## src/rtl/vc_bus_pkg.sv

```systemverilog
// Shared definitions for the VC external-bus responder: bus width, the
// doorbell offset and the bus-cycle state encoding.
package vc_bus_pkg;

  localparam int BUS_W = 8;

  // Low address byte of the doorbell register inside the responder window.
  localparam logic [BUS_W-1:0] DOORBELL_OFF = 8'hFE;

  // Bus-cycle phases: waiting for the high byte, expecting the low byte,
  // first (even) data cycle, second (odd) data cycle.
  typedef enum logic [1:0] {
    IDLE = 2'd0,
    ALO  = 2'd1,
    D0   = 2'd2,
    D1   = 2'd3
  } bus_state_e;

endpackage

```

## src/rtl/vc_bus_regfile.sv

```systemverilog
// Byte-addressed flop register file: one write port, and two combinational
// read ports returning the even and odd byte of the addressed byte pair.
module vc_bus_regfile
  import vc_bus_pkg::*;
#(
  parameter int MEM_BITS = 6
) (
  input  logic                clk,
  input  logic                rst,
  input  logic                we,
  input  logic [MEM_BITS-1:0] waddr,
  input  logic [BUS_W-1:0]    wdata,
  input  logic [MEM_BITS-1:0] raddr,
  output logic [BUS_W-1:0]    rd_even,
  output logic [BUS_W-1:0]    rd_odd
);

  localparam int DEPTH = 2 ** MEM_BITS;

  logic [BUS_W-1:0]    mem_q [DEPTH];
  logic [MEM_BITS-1:0] even_addr;
  logic [MEM_BITS-1:0] odd_addr;

  generate
    for (genvar gi = 0; gi < DEPTH; gi++) begin : g_byte
      logic [BUS_W-1:0] byte_q;

      // One byte of storage; cleared by reset, loaded when addressed.
      always_ff @(posedge clk or posedge rst) begin
        if (rst) begin
          byte_q <= '0;
        end else if (we && (waddr == MEM_BITS'(gi))) begin
          byte_q <= wdata;
        end
      end

      assign mem_q[gi] = byte_q;
    end
  endgenerate

  // Both lanes of the pair containing raddr, regardless of raddr bit 0.
  always_comb begin
    even_addr    = raddr;
    even_addr[0] = 1'b0;
    odd_addr     = raddr;
    odd_addr[0]  = 1'b1;
  end

  assign rd_even = mem_q[even_addr];
  assign rd_odd  = mem_q[odd_addr];

endmodule

```

## src/rtl/vc_bus_responder.sv

```systemverilog
// Target-side endpoint of the VC CPU multiplexed 8-bit bus: tracks the
// address/data phases, decodes its window, holds the register file and
// the doorbell, and drives read bytes back to the bridge.
module vc_bus_responder
  import vc_bus_pkg::*;
#(
  parameter logic [7:0] BASE_HI  = 8'h80,
  parameter int         MEM_BITS = 6
) (
  input  logic             clk,
  input  logic             reset_in,
  input  logic [BUS_W-1:0] bus_in,
  input  logic             latch_hi,
  input  logic             latch_lo,
  input  logic             write,
  input  logic             ind,
  output logic [BUS_W-1:0] rd_data,
  output logic             rd_oe,
  output logic             irq
);

  localparam logic [8:0] MEM_SIZE = 9'(2 ** MEM_BITS);

  bus_state_e       state_q;
  logic [BUS_W-1:0] hi_q;
  logic [BUS_W-1:0] lo_q;
  logic [BUS_W-1:0] doorbell_q;
  logic             irq_q;

  logic             rd_en;
  logic [BUS_W-1:0] rd_lo;
  logic             wr_en;
  logic [BUS_W-1:0] wr_lo;
  logic             db_we;
  logic             db_clr;
  logic             rf_we;
  logic [BUS_W-1:0] rf_even;
  logic [BUS_W-1:0] rf_odd;

  // Offset 0xFF is deliberately outside the window: reads of it give 0
  // and writes to it vanish.
  function automatic logic is_sel(input logic [7:0] h, input logic [7:0] l);
    return (h == BASE_HI) && (({1'b0, l} < MEM_SIZE) || (l == DOORBELL_OFF));
  endfunction

  // Per-phase decode of which byte is read and which byte is written.
  always_comb begin
    rd_en  = 1'b0;
    rd_lo  = lo_q | 8'h01;
    wr_en  = 1'b0;
    wr_lo  = lo_q;
    db_clr = 1'b0;
    case (state_q)
      ALO: begin
        rd_lo = bus_in;
        rd_en = latch_lo && is_sel(hi_q, bus_in);
      end
      D0: begin
        if (write && !ind) begin
          wr_lo = lo_q;
          wr_en = is_sel(hi_q, lo_q);
        end else if (!write && ind) begin
          // The odd byte is served whenever the even base address hit.
          rd_en  = is_sel(hi_q, lo_q);
          db_clr = (hi_q == BASE_HI) && (lo_q == DOORBELL_OFF);
        end
      end
      D1: begin
        if (write && ind) begin
          wr_lo = lo_q | 8'h01;
          wr_en = is_sel(hi_q, lo_q | 8'h01);
        end
      end
      default: ;
    endcase
  end

  assign db_we = wr_en && (wr_lo == DOORBELL_OFF);
  assign rf_we = wr_en && (wr_lo != DOORBELL_OFF);

  vc_bus_regfile #(
    .MEM_BITS (MEM_BITS)
  ) u_regfile (
    .clk     (clk),
    .rst     (reset_in),
    .we      (rf_we),
    .waddr   (wr_lo[MEM_BITS-1:0]),
    .wdata   (bus_in),
    .raddr   (rd_lo[MEM_BITS-1:0]),
    .rd_even (rf_even),
    .rd_odd  (rf_odd)
  );

  // Read-byte mux: doorbell, register-file lane, or zero (covers 0xFF).
  always_comb begin
    rd_data = '0;
    if (rd_en) begin
      if (rd_lo == DOORBELL_OFF) begin
        rd_data = doorbell_q;
      end else if ({1'b0, rd_lo} < MEM_SIZE) begin
        rd_data = rd_lo[0] ? rf_odd : rf_even;
      end
    end
  end

  assign rd_oe = rd_en;
  assign irq   = irq_q;

  // Bus-phase FSM with address capture, doorbell storage and irq flag.
  always_ff @(posedge clk or posedge reset_in) begin
    if (reset_in) begin
      state_q    <= IDLE;
      hi_q       <= '0;
      lo_q       <= '0;
      doorbell_q <= '0;
      irq_q      <= 1'b0;
    end else begin
      case (state_q)
        IDLE: begin
          if (latch_hi) begin
            hi_q    <= bus_in;
            state_q <= ALO;
          end
        end
        ALO: begin
          if (latch_lo) begin
            lo_q    <= bus_in;
            state_q <= D0;
          end else begin
            state_q <= IDLE;
          end
        end
        D0: begin
          if (write && !ind) begin
            state_q <= D1;
          end else begin
            state_q <= IDLE;
          end
        end
        D1: begin
          if (write && ind) begin
            state_q <= IDLE;
          end else if (latch_hi) begin
            // Back-to-back: the next access's high byte arrives here.
            hi_q    <= bus_in;
            state_q <= ALO;
          end else begin
            state_q <= IDLE;
          end
        end
        default: state_q <= IDLE;
      endcase

      if (db_we) begin
        doorbell_q <= bus_in;
        irq_q      <= 1'b1;
      end else if (db_clr) begin
        irq_q <= 1'b0;
      end
    end
  end

endmodule

```

## config.mk

```make
export PLATFORM = sky130hd
export DESIGN_NAME = vc_bus_responder
export DESIGN_NICKNAME = d
export VERILOG_FILES = /design/src/rtl/vc_bus_pkg.sv /design/src/rtl/vc_bus_regfile.sv /design/src/rtl/vc_bus_responder.sv
export SDC_FILE = /design/constraint.sdc
export NUM_CORES = 1
export LEC_CHECK = 0
export BUFFER_PORTS_ARGS = -buffer_cell sky130_fd_sc_hd__buf_2
export CORE_ASPECT_RATIO = 0.75
export CORE_MARGIN = 10
export CORE_UTILIZATION = 55
export CTS_CLUSTER_DIAMETER = 120
export DETAILED_ROUTE_END_ITERATION = 7
export PLACE_DENSITY = 0.74
export SLEW_MARGIN = 25
export SYNTH_ARGS = -nofsm -noshare
export SYNTH_HDL_FRONTEND = slang
export SYNTH_SLANG_ARGS = --single-unit
```

## constraint.sdc

```tcl
create_clock -name clk -period 16.1 [get_ports clk]
set_input_delay 1.61 -clock clk [delete_from_list [all_inputs] [get_ports clk]]
set_output_delay 1.61 -clock clk [all_outputs]
set_load 0.02 [all_outputs]
```

# After elaboration in Yosys (flattened, before gate mapping)
# Index checks and enable logic that the tools add are counted.
word_totals:
  out_inout_bits: 10
  inputBits: 14
  ff_bits: 539
classes:
  magnitude_cmp: 6
  n_eq_ne: 74
  bitwise_logic: 2
  muxes: 33
  reduce_logical: 84
op_table:
  columns: ["op", "count"]
  rows:
  - ["$eq A6 B6 Y1 const B", 32]
  - ["$bmux W8 S6", 2]
  - ["$eq A6 B5 Y1 const B", 16]
  - ["$mux W8", 11]
  - ["$logic_and A1 B1 Y1", 74]
  - ["$eq A6 B4 Y1 const B", 8]
  - ["$eq A8 B8 Y1 const B", 5]
  - ["$lt A8 B7 Y1 const B", 4]
  - ["$eq A6 B3 Y1 const B", 4]
  - ["$pmux W8 S2", 1]
  - ["$ge A7 B7 Y1 const B", 2]
  - ["$not A6 Y7", 2]
  - ["$mux W1", 13]
  - ["$eq A6 B2 Y1 const B", 2]
  - ["$ne A8 B8 Y1 const B", 1]
  - ["$pmux W2 S4", 1]
  - ["$eq A6 B1 Y1 const B", 1]
  - ["$logic_not A6 Y1", 1]
  - ["$mux W2", 3]
  - ["$eq A2 B2 Y1 const B", 2]
  - ["$ne A2 B2 Y1 const B", 2]
  - ["$pmux W1 S2", 2]
  - ["$reduce_and A2 Y1", 2]
  - ["$reduce_bool A2 Y1", 2]
  - ["other kinds (4)", 6]

# Logic depth before layout (Yosys ltp)
logic_depth:
  ltp_word: 10
  mapped_depth: 14
  ltp_nobuf: 9

# Hierarchy
# A second synthesis with hierarchy kept.
hier_totals:
  hier_cells: 1897
  hier_area_um2: 25303.0
by_module_without_submodules:
  columns: ["mod", "seq_area_each_um2", "cells_each", "instances", "area_each_um2"]
  rows:
  - ["vc_bus_regfile", 12812.3, 1757, 1, 23726.5]
  - ["vc_bus_responder", 675.6, 140, 1, 1576.5]

# Worst setup path before layout
# Ideal clock, no wire load.
synth_timing:
  kind: "input -> output"
  startpoint: "in bus_in[4]"
  endpoint: "out rd_data[5]"
  required_ps: 14490
  slack_ps: 10632
  arrival_time_ps: 3858
  stages: 7
  cell_sequence: "clkbuf_1 -> nand4_1 -> o22ai_1 -> a32oi_1 -> nor3b_1 -> inv_1 -> o41ai_1"
synth_via:
  word_cells_on_any_way: 21
  classes_between: "2 x order compare; 2 x eq/ne; 12 x mux; 2 x bitwise; 3 x reduce/logical"
synth_lines:
  columns: ["item", "line", "source"]
  rows:
  - ["start: declaration", "vc_bus_responder.sv:12", "input logic [BUS_W-1:0] bus_in,"]
  - ["$lt A8 B7 Y1 or $eq A8 B8 Y1 (tied branches)", "vc_bus_responder.sv:43", "return (h == BASE_HI) && (({1'b0, l} < MEM_SIZE) || (l == DOORBELL_OFF));"]
  - ["$logic_or A1 B1 Y1 *", "vc_bus_responder.sv:43", null]
  - ["$logic_and A1 B1 Y1 *", "vc_bus_responder.sv:43", null]
  - ["$logic_and A1 B1 Y1 *", "vc_bus_responder.sv:56", "rd_en = latch_lo && is_sel(hi_q, bus_in);"]
  - ["$pmux W1 S2 *", "vc_bus_responder.sv:53", "case (state_q)"]
  - ["net rd_oe", "vc_bus_responder.sv:18", "output logic rd_oe,"]
  - ["$mux W8 *", "vc_bus_responder.sv:97", "if (rd_en) begin"]
  - ["end: declaration", "vc_bus_responder.sv:17", "output logic [BUS_W-1:0] rd_data,"]
# The timed path passes the listed nets; every way through them passes the cells marked *. The select of a mux whose other input is x is not followed.

# Final worst setup path
layout_timing:
  startpoint: "in bus_in[1]"
  endpoint: "out rd_data[6]"
layout_via:
  elab_chain_len: 9
  word_cells_on_any_way: 21
  classes_between: "2 x order compare; 2 x eq/ne; 12 x mux; 2 x bitwise; 3 x reduce/logical"
layout_lines:
  columns: ["item", "line", "source"]
  rows:
  - ["$mux W8", "vc_bus_responder.sv:53", null]
  - ["$not A6 Y7 (on tied branches)", "vc_bus_regfile.sv:49, vc_bus_regfile.sv:50", null]
  - ["$bmux W8 S6 (on tied branches)", "vc_bus_regfile.sv:49, vc_bus_regfile.sv:50", null]
  - ["$mux W8 (on tied branches) (2 in series)", "vc_bus_regfile.sv:49, vc_bus_regfile.sv:50", null]
  - ["$mux W8", "vc_bus_responder.sv:101", "rd_data = rd_lo[0] ? rf_odd : rf_even;"]
  - ["$mux W8", "vc_bus_responder.sv:100", "end else if ({1'b0, rd_lo} < MEM_SIZE) begin"]
  - ["$mux W8", "vc_bus_responder.sv:98", "if (rd_lo == DOORBELL_OFF) begin"]
  - ["$mux W8 *", "vc_bus_responder.sv:97", null]
# Mark *: on every way between the ends. The rest lies on a longest branch, timed or not. The select of a mux whose other input is x is not followed.

==> results by group <==
Yosys
  • Register bit total from synthesis: 539
  • Synth Cell Area: approximately 25000 µm²
  • Mapped Nets: 1986
  • Gate Count Post-Synth: ~2000
  • Synth warnings: 0
  • Seq/Total Area, Yosys: a little over half
  • Synth async-reset ratio: 100.0%
  • Syn Area/Cell: around 13 µm²
  • Main synth FF type: dfrtp_1
  • Distinct cells, synth: 70
  • Number of enable flip-flop cells after synthesis: 0

STA
  • Transition time at the pin with the least slew margin: 1.173 ns
  • RSZ-0062 raised after global routing: false
  • Min Tclk post-route: 7.749 ns
  • Final Hold Fails: 0
  • Final Setup Violations: 0
  • Max-slew violations: 0
  • Final period utilization: between 40% and 50%
  • Fmax: 129.0 MHz
  • Post-route setup TNS: 0 ns
  • Slew headroom: 21.49%
  • Clock skew: 0.01514 ns

Layout
  • Most common cell after layout, fill and taps aside: dfrtp_1
  • Layout cells sized above 1: 40.71%
  • Final nets: 1961
  • Post-Layout Cell Count: around 2600
  • Filler cell count in the final layout: 3507
  • Syn-to-layout area delta: 9.454%
  • Most frequent cells in the layout: dfrtp_1, mux2_2, nand2_1, nand3_1, a21oi_1
  • # diodes: 0

Clock network
  • Clock slew at reported path FFs: 0.06 ns
  • Hold_buf cts: 0
  • CTS Buffer Depth: 3
  • Post-CTS Setup Repair Bufs: 0
  • Clock latency on the worst-skew pair: approximately 0.59 ns
  • Post-cts resize count: 0
  • CTS tree: built
  • H-Tree Level Count: 2
  • Clock Tree Root: clkbuf_16
  • Clock tree sinks: 539
  • CTS Buf Count: 52

Setup path
  • CP Buf/Inv Count: 4
  • Worst EP required: around 14 ns
  • CP startpoint kind: primary input
  • CP endpoint kind: primary output
  • CP max stage cell: mux2_8
  • Crit Path Category: in2out
  • Crit path max fanout: just over 80
  • Critical Path Max Stage Delay: 0.79 ns
  • CP Cell Sequence: buf_2 -> buf_4 -> mux2_8 -> buf_4 -> mux4_2 -> a2111oi_0 -> nor2_1 -> o31ai_1 -> o21ai_1 -> buf_2
  • Critical path origin: bus_in[1]
  • Top Family by Delay on Critical Path: buffers and inverters
  • Critical path arrival: 6.14 ns
  • R2r setup slk: 11.91 ns
  • Worst reg2reg endpoint: u_regfile.g_byte[59].byte_q[7]$_DFFE_PP0P_
  • Stages on worst setup path: 10
  • Reg-to-reg startpoint: lo_q[3]$_DFFE_PP0P_
  • R2R cell count: 7
  • Setup crit end: rd_data[6]

Routing
  • Drt pass-1 iters: 8
  • WL met2: 30.68 mm
  • Vias per Instance: 6.550
  • Routed len/inst: 27.32 µm
  • Uppermost routed layer: met4
  • Wl on met1: 30.52 mm
  • Wire length on met3: just over 7 mm
  • Drt drc: 0
  • DRT antenna net count: 0
  • Via Count: 16900
  • Iter 0 DRT Violations: 1960
  • Drt total wl: 70.47 mm

Min path
  • WHS Path Cells: 2
  • Hold crit path type: reg2reg

Floorplan
  • CORE AREA: 45860 µm²
  • Die X: about 270 µm
  • Initial Util: 55.55%
  • Die ar.: roughly 55000 µm²
  • # rows: 68
  • Die Y: 206.4 µm
  • Io pins: 24

Global routing
  • First-pass GRT wire length: 107.3 mm
  • Initial antenna violation count: 0
  • Gr usage total: about a quarter
  • Vias in the first global route: 17060
  • Congestion Overflow GR: 0
  • Largest net degree at the start of global routing: 183

Power and ir drop
  • Peak supply drop: 140.9 µV
  • Pleak: 13.13 nW
  • PD cells: 136.5 nW/µm²

Run
  • Number of max-cap violations: 0

Outcome
  • Status: complete, no violations

Place
  • Number of port buffers: 23
  • Final RePlAce weighted congestion: 0.9708
  • Dpl cells: around 2500
  • Detailed placer's ending HPWL: 44.54 mm
## report_power, final
group / internal [mW] / total [mW] / switching (mW)
Sequential: 1.38 / 1.43 / 0.0547
Clock: 0.752 / 1.29 / 0.537
Combinational: 0.299 / 1.08 / 0.785
Total: 2.43 / 3.80 / 1.38
## per-layer routing
layer  global-route usage [%]  up-vias
met3                    8.049      153
met5                        0        -
met2                    37.22      774
met1                    35.94     8880
li1                         -     7093
met4                    7.829        0
## synthesized netlist by cell type (all sizes together), types with 7 or more instances
| master | number | area [µm²] |
|---|---|---|
| nand4b | 7 | 61.31 |
| a31oi | 8 | 50.05 |
| mux4 | 53 | 1194 |
| o21ai | 15 | 75.07 |
| a21oi | 57 | 289.0 |
| nand3 | 75 | 435.4 |
| a22oi | 11 | 82.58 |
| dfrtp | 539 | 13490 |
| nor4 | 9 | 71.32 |
| o22ai | 19 | 118.9 |
| and3 | 7 | 43.79 |
| clkbuf | 74 | 277.8 |
| nand4 | 9 | 56.30 |
| nand2 | 241 | 919.6 |
| nor3 | 14 | 75.07 |
| o2111ai | 10 | 87.58 |
| nor2 | 67 | 349.1 |
| buf | 63 | 381.6 |
| mux2 | 538 | 6088 |
| mux2i | 52 | 524.3 |
## how the worst min path moves through the flow
stage                                                         start  slack (ns)                                         to
final                                     doorbell_q[5]$_DFFE_PP0P_        0.50                  doorbell_q[5]$_DFFE_PP0P_
after global routing      u_regfile.g_byte[4].byte_q[0]$_DFFE_PP0P_        0.51  u_regfile.g_byte[4].byte_q[0]$_DFFE_PP0P_
after CTS                                 doorbell_q[5]$_DFFE_PP0P_        0.50                  doorbell_q[5]$_DFFE_PP0P_
after detailed placement                  doorbell_q[5]$_DFFE_PP0P_        0.49                  doorbell_q[5]$_DFFE_PP0P_
after global placement                    doorbell_q[5]$_DFFE_PP0P_        0.47                  doorbell_q[5]$_DFFE_PP0P_
after floorplan                           doorbell_q[5]$_DFFE_PP0P_        0.45                  doorbell_q[5]$_DFFE_PP0P_
## layout make-up
class,instances,area (µm²),area share (%)
Tap cell,595,744.5,2.670
Sequential cell,539,13490,48.37
Clock buffer,80,1608,5.766
Inverter,6,26.28,0.09423
Multi-Input combinational cell,1284,11380,40.80
Timing Repair Buffer,58,434.2,1.557
Clock inverter,18,206.4,0.7404
## tightest hold or removal path, delay by kind of cell (launching register included)
family,cells,cell delay (ns)
flops,1,0.35
compound gates,1,0.07
simple gates,1,0.05
## cells by family after synthesis
group | count (synthesis) | share of synthesized area [%]
DFF | 539 | 52.94
adders and majority gates | 6 | 0.2947
buffers and inverters | 143 | 2.677
muxes | 643 | 30.64
and+or+nand+nor | 457 | 8.688
AOI/OAI and AO/OA | 178 | 4.754
## metrics by stage
step                      cell area (µm²)  util [%]  setup slack (ns)  total power, mW  hold slack (ns)
after floorplan                     25480         -             7.160            2.148           0.4497
after global placement              26020     56.73             8.506            2.488           0.4671
after detailed placement            26020     56.73             8.541            2.502           0.4856
after CTS                           27830     60.68             8.537            3.784           0.4990
after global routing                27880     60.80             8.038            3.917           0.5131
final                               27880     60.80             8.351            3.805           0.4992
## sequential cells by signal, indices dropped and copies added, names as in the netlist
register and cells:
hi_q 8, state_q 2, u_regfile.g_byte.byte_q 512, doorbell_q 8, lo_q 8, irq 1
(Power assumes the default switching activity.)
